## config.mk

```make
export PLATFORM = sky130hd
export DESIGN_NAME = switch_debouncer
export DESIGN_NICKNAME = d
export VERILOG_FILES = /design/src/rtl/switch_debouncer_pkg.sv /design/src/rtl/switch_debouncer_channel.sv /design/src/rtl/switch_debouncer.sv
export SDC_FILE = /design/constraint.sdc
export NUM_CORES = 1
export LEC_CHECK = 0
export CAP_MARGIN = 20
export CORE_MARGIN = 2
export CORE_UTILIZATION = 35
export DETAILED_ROUTE_END_ITERATION = 10
export PLACE_DENSITY = 0.62
export SETUP_SLACK_MARGIN = 0.5
export SYNTH_ARGS = -nofsm -noshare
export SYNTH_HDL_FRONTEND = slang
export SYNTH_HIERARCHICAL = 1
export SYNTH_SLANG_ARGS = --single-unit
```

## constraint.sdc

```tcl
create_clock -name i_clock -period 2.61 [get_ports i_clock]
set_input_delay 0.3915 -clock i_clock [delete_from_list [all_inputs] [get_ports i_clock]]
set_output_delay 0.3915 -clock i_clock [all_outputs]
set_load 0.05 [all_outputs]
```

## src/rtl/switch_debouncer_pkg.sv

```systemverilog
// Shared definitions for the two-channel switch debouncer: timing defaults,
// the per-channel counter action, the registered output bundle and the
// helpers used for parameter sanity checks.
package switch_debouncer_pkg;

    // System clock the debouncer runs on, used to turn milliseconds into cycles.
    localparam int unsigned CLOCK_HZ    = 25000;
    // Bounce settling time of the board switches.
    localparam int unsigned DEBOUNCE_MS = 10;

    // Number of clock cycles in a given number of milliseconds.
    function automatic int unsigned ms_to_cycles(input int unsigned ms);
        return (CLOCK_HZ / 1000) * ms;
    endfunction

    // 10 ms at 25 kHz -> 250 cycles.
    localparam int unsigned DEBOUNCE_CYCLES_DEFAULT = ms_to_cycles(DEBOUNCE_MS);
    localparam int unsigned CNT_W_DEFAULT           = 8;

    // What the stability counter does on the next enabled edge.
    typedef enum logic [1:0] {
        CNT_CLEAR, // input agrees with output, or filter disabled
        CNT_COUNT, // input disagrees, window not yet complete
        CNT_FLIP   // input disagreed for the whole window: accept it
    } cnt_action_e;

    // Registered per-channel outputs: clean level plus one-cycle edge strobes.
    typedef struct packed {
        logic level;
        logic rise;
        logic fall;
    } chan_out_t;

    // True when a counter of the given width can reach cycles-1 without wrapping.
    function automatic logic cnt_fits(input int unsigned cycles, input int unsigned width);
        return (longint'(1) << width) >= longint'(cycles);
    endfunction

endpackage

```

## src/rtl/switch_debouncer_channel.sv

```systemverilog
// One debounce channel: 2-FF synchroniser, stability counter, clean level
// and single-cycle rise/fall strobes. All outputs come straight from flops.
module switch_debouncer_channel
    import switch_debouncer_pkg::*;
#(
    parameter int unsigned DEBOUNCE_CYCLES = DEBOUNCE_CYCLES_DEFAULT,
    parameter int unsigned CNT_W           = CNT_W_DEFAULT
) (
    input  logic i_clock,
    input  logic i_reset_n,
    input  logic i_enable,
    input  logic i_raw,
    output logic o_switch,
    output logic o_rise,
    output logic o_fall
);

    // Terminal count: the edge that sees this value with a disagreeing input
    // is the one that updates the output.
    localparam logic [CNT_W-1:0] CNT_LAST = CNT_W'(DEBOUNCE_CYCLES - 1);

    logic              sync_s1;
    logic              sync_s2;
    logic [CNT_W-1:0]  cnt_q;
    logic [CNT_W-1:0]  cnt_d;
    chan_out_t         out_q;
    chan_out_t         out_d;
    cnt_action_e       action;

    // Two-stage synchroniser for the asynchronous pin; runs even when the filter is disabled.
    always_ff @(posedge i_clock or negedge i_reset_n) begin
        if (!i_reset_n) begin
            sync_s1 <= 1'b0;
            sync_s2 <= 1'b0;
        end else begin
            // NOTE: non-blocking assignments make s1 and s2 sample together, giving two real stages.
            sync_s1 <= i_raw;
            sync_s2 <= sync_s1;
        end
    end

    // Decide the counter action from the synchronised input and the current level.
    always_comb begin
        // NOTE: a default on every always_comb output keeps the logic free of inferred latches.
        action = CNT_CLEAR;
        if (i_enable && (sync_s2 != out_q.level)) begin
            action = (cnt_q == CNT_LAST) ? CNT_FLIP : CNT_COUNT;
        end
    end

    // Next counter value, level and strobes; strobes default low so they last one cycle.
    always_comb begin
        cnt_d = cnt_q;
        out_d = '{level: out_q.level, rise: 1'b0, fall: 1'b0};
        unique case (action)
            CNT_CLEAR: cnt_d = '0;
            CNT_COUNT: cnt_d = cnt_q + CNT_W'(1);
            CNT_FLIP: begin
                cnt_d      = '0;
                out_d.level = sync_s2;
                out_d.rise  = sync_s2;
                out_d.fall  = ~sync_s2;
            end
            default:   cnt_d = '0;
        endcase
    end

    // Counter, level and strobe registers; the counter tops out at CNT_LAST, so it never wraps.
    always_ff @(posedge i_clock or negedge i_reset_n) begin
        if (!i_reset_n) begin
            cnt_q <= '0;
            out_q <= '0;
        end else begin
            cnt_q <= cnt_d;
            out_q <= out_d;
        end
    end

    assign o_switch = out_q.level;
    assign o_rise   = out_q.rise;
    assign o_fall   = out_q.fall;

endmodule

```

## src/rtl/switch_debouncer.sv

```systemverilog
// Two-channel mechanical switch conditioner feeding the LED blinker's
// switch-select inputs. Each raw pin gets its own independent debounce channel.
module switch_debouncer
    import switch_debouncer_pkg::*;
#(
    parameter int unsigned DEBOUNCE_CYCLES = DEBOUNCE_CYCLES_DEFAULT,
    parameter int unsigned CNT_W           = CNT_W_DEFAULT
) (
    input  logic i_clock,
    input  logic i_reset_n,
    input  logic i_enable,
    input  logic i_raw_1,
    input  logic i_raw_2,
    output logic o_switch_1,
    output logic o_switch_2,
    output logic o_rise_1,
    output logic o_fall_1,
    output logic o_rise_2,
    output logic o_fall_2
);

    // A one-cycle window cannot filter anything, and the counter must reach
    // DEBOUNCE_CYCLES-1 without wrapping.
    if (DEBOUNCE_CYCLES < 2) begin : g_bad_cycles
        $error("switch_debouncer: DEBOUNCE_CYCLES=%0d must be >= 2", DEBOUNCE_CYCLES);
    end
    if (!cnt_fits(DEBOUNCE_CYCLES, CNT_W)) begin : g_bad_width
        $error("switch_debouncer: CNT_W=%0d too narrow for DEBOUNCE_CYCLES=%0d", CNT_W, DEBOUNCE_CYCLES);
    end

    switch_debouncer_channel #(
        .DEBOUNCE_CYCLES (DEBOUNCE_CYCLES),
        .CNT_W           (CNT_W)
    ) u_channel_1 (
        .i_clock   (i_clock),
        .i_reset_n (i_reset_n),
        .i_enable  (i_enable),
        .i_raw     (i_raw_1),
        .o_switch  (o_switch_1),
        .o_rise    (o_rise_1),
        .o_fall    (o_fall_1)
    );

    switch_debouncer_channel #(
        .DEBOUNCE_CYCLES (DEBOUNCE_CYCLES),
        .CNT_W           (CNT_W)
    ) u_channel_2 (
        .i_clock   (i_clock),
        .i_reset_n (i_reset_n),
        .i_enable  (i_enable),
        .i_raw     (i_raw_2),
        .o_switch  (o_switch_2),
        .o_rise    (o_rise_2),
        .o_fall    (o_fall_2)
    );

endmodule

```

==> flow_summary.ini <==
[power_and_ir_drop]
max-vdd-ir-drop_uv = 255
p_leak_nw = 0.658
powerDensity_mw_per_mm2 = 504

[job]
maxCapViolCount = 0

[floorplan]
rows = 21
die_y_um = 62.8
dieArea_mm2 = 0.00395
fp.coreArea_mm2 = 0.00334
initial_core_util_pct = 36.3
pin_count = 11
die_x_um = 62.8

[cells_and_area]
nets = 131
fillerInstances = 325
instances_no_fill = 167
final_common_cell = dfrtp_1
drive_gt1_share_pct = 13.2
diodes = 0
synthToLayoutAreaGrowth_pct = 18.0
final_cell_mix = 26 x dfrtp_1, 10 x clkdlybuf4s50_1, 10 x nor2_1, 8 x inv_1, 7 x nand2_1

[logic_synthesis]
yosys.cell_types.count = 25
async_reset_ff_share_pct = 100
ys_seq_area_share_pct = 53.7
syn_area_mm2 = 0.00121
ys_warn_count = 6
syn_nets = 115
postSynthCellCount = 106
synth-main-ff-cell = dfrtp_1
synth_edf_count = 0
synth.avg_cell_area_um2 = 11.4
ys_ff_latch = 26

[critical_path]
critPathMaxFanout = 3
critPathKind = reg -> out
slowest_stage = clkdlybuf4s50_1
cp.arrival_ns = 1.56
path_cells = clkdlybuf4s50_1
setup.worst_path.end_class = output port
cp_top_family = buffers and inverters
worstSetupStartpointType = register
path_buf_inv = 1
cp.required_ns = 2.22
max_stage_delay_ns = 0.82

[clock_tree]
cts_setup_buffers = 0
ctsHoldBuffers = 0
cts_root_buffer = clkbuf_4
insertion_delay_ns = 0.32
cts_tree = done
cts_buffer_depth = 2
clkSinkCount = 26
path_clk_slew_ns = 0.14
ctsResizeCount = 0
cts_buffers = 3
htree_levels = 1

[drt]
detail-route-antenna-nets = 0
via_per_inst = 4.90
drc = 0
first_pass_iters = 4
routed-via-count = 819
wirelength_um = 1920
drt_iter0_markers = 32
post_drt_wl_per_cell_um = 11.5

[timing]
rsz0062_at_grt = false
slew_headroom_pct = 66.9
period_share_pct = 74.9
finalWorstPathRequiredPeriod_ns = 1.96
setup_viol = 0
fin_skew_ns = 0.00543
tns_ns = 0
max_freq_mhz = 511
hold_viol = 0
finalMaxSlewViolations = 0
worst_slew_pin_slew_ns = 0.495
holdWs_ns = 0.368

[placement]
placedCellCount = 163
io_buffers = 10
hpwl_um = 1420
gp_congestion = 0.727

[run_status]
status = finished clean

[grt]
grt_pass1_wl_um = 3590
antenna_found_initial = 0
grt_pass1_vias = 801
grt_max_degree = 27
gr-total-overflow = 0
grt_use_total_pct = 11.3

[min_path]
hp-class = reg -> reg
## synthesized netlist by cell type (all sizes together), types with 4 or more instances
library cell  number  share of area [%]
a31oi              4                2.1
dfrtp             26                 54
ha                 4                4.1
inv                8                2.5
nand2              8                2.7
nand3              8                4.1
nor2              10                3.1
nor4               4                2.1
o211ai             4                3.3
xor2               6                4.3
## sequential cells by signal, indices dropped and copies added, names as in the netlist
signal                cells
u_channel_2/cnt_q         8
u_channel_1/o_switch      1
u_channel_1/sync_s2       1
u_channel_2/o_fall        1
u_channel_2/sync_s1       1
u_channel_1/cnt_q         8
u_channel_2/o_rise        1
u_channel_1/sync_s1       1
u_channel_2/o_switch      1
u_channel_1/o_fall        1
u_channel_1/o_rise        1
u_channel_2/sync_s2       1
## final timing paths
check	startpoint	endpoint	slack, ns	depth (start not counted)
max	u_channel_2/o_switch	o_switch_2	0.65	1
min in group asynchronous	i_reset_n	u_channel_1/sync_s1	0.41	2
min reg2reg	u_channel_1/sync_s1	u_channel_1/sync_s2	0.37	0
max reg2reg	u_channel_1/cnt_q[1]	u_channel_1/o_switch	1.16	5
min	u_channel_1/sync_s1	u_channel_1/sync_s2	0.37	0
max in group asynchronous	i_reset_n	u_channel_1/cnt_q[6]	1.96	2
## worst register-to-register path: cells and delay by family (launching register included)
family | cells | cell delay, ns
adders and majority gates | 1 | 0.18
buffers and inverters | 1 | 0.07
muxes | 1 | 0.34
and+or+nand+nor | 2 | 0.32
DFF | 1 | 0.44
## power by group
group	internal (mW)	switching (mW)
clock network	0.155	0.118
registers	0.409	0.00624
logic	0.0122	0.0198
## through the flow
step / worst slack, ns / cell area, µm² / total power [mW] / utilization [%]
3_3_place_gp: 0.879 / 1380 / 0.455 / 41.2
2_1_floorplan: 1.26 / 1210 / 0.435 / -
3_5_place_dp: 0.875 / 1380 / 0.456 / 41.2
6_report: 0.654 / 1430 / 0.720 / 42.8
4_1_cts: 0.637 / 1430 / 0.730 / 42.8
5_1_grt: 0.596 / 1430 / 0.750 / 42.8
## area by class of cell
class / instances / area (µm²) / share of cell area (%)
Clock buffer: 3 / 22.5 / 1.58
Clock inverter: 1 / 30.0 / 2.10
Inverter: 8 / 30.0 / 2.10
Multi-Input combinational cell: 72 / 531 / 37.1
Sequential cell: 26 / 651 / 45.5
Tap cell: 46 / 57.6 / 4.03
Timing Repair Buffer: 11 / 108 / 7.53
## cell families after synthesis
logic type / synth area share, %
flip-flops: 53.7
buffers and inverters: 2.48
AND/OR/NAND/NOR: 24.4
adder cells (fa/ha/maj): 4.13
XOR/XNOR: 5.79
AO/OA/AOI/OAI: 7.64
multiplexers: 1.86
## routing by layer
layer | share of wire [%] | vias up | GRT usage, %
met5 | 0 | - | 0
met4 | 2.2 | 0 | 6.11
met3 | 2.2 | 4 | 1.26
met2 | 47 | 15 | 18.8
met1 | 48 | 392 | 14.4
li1 | - | 408 | -
No activity file was read; power rests on OpenSTA's default activity.
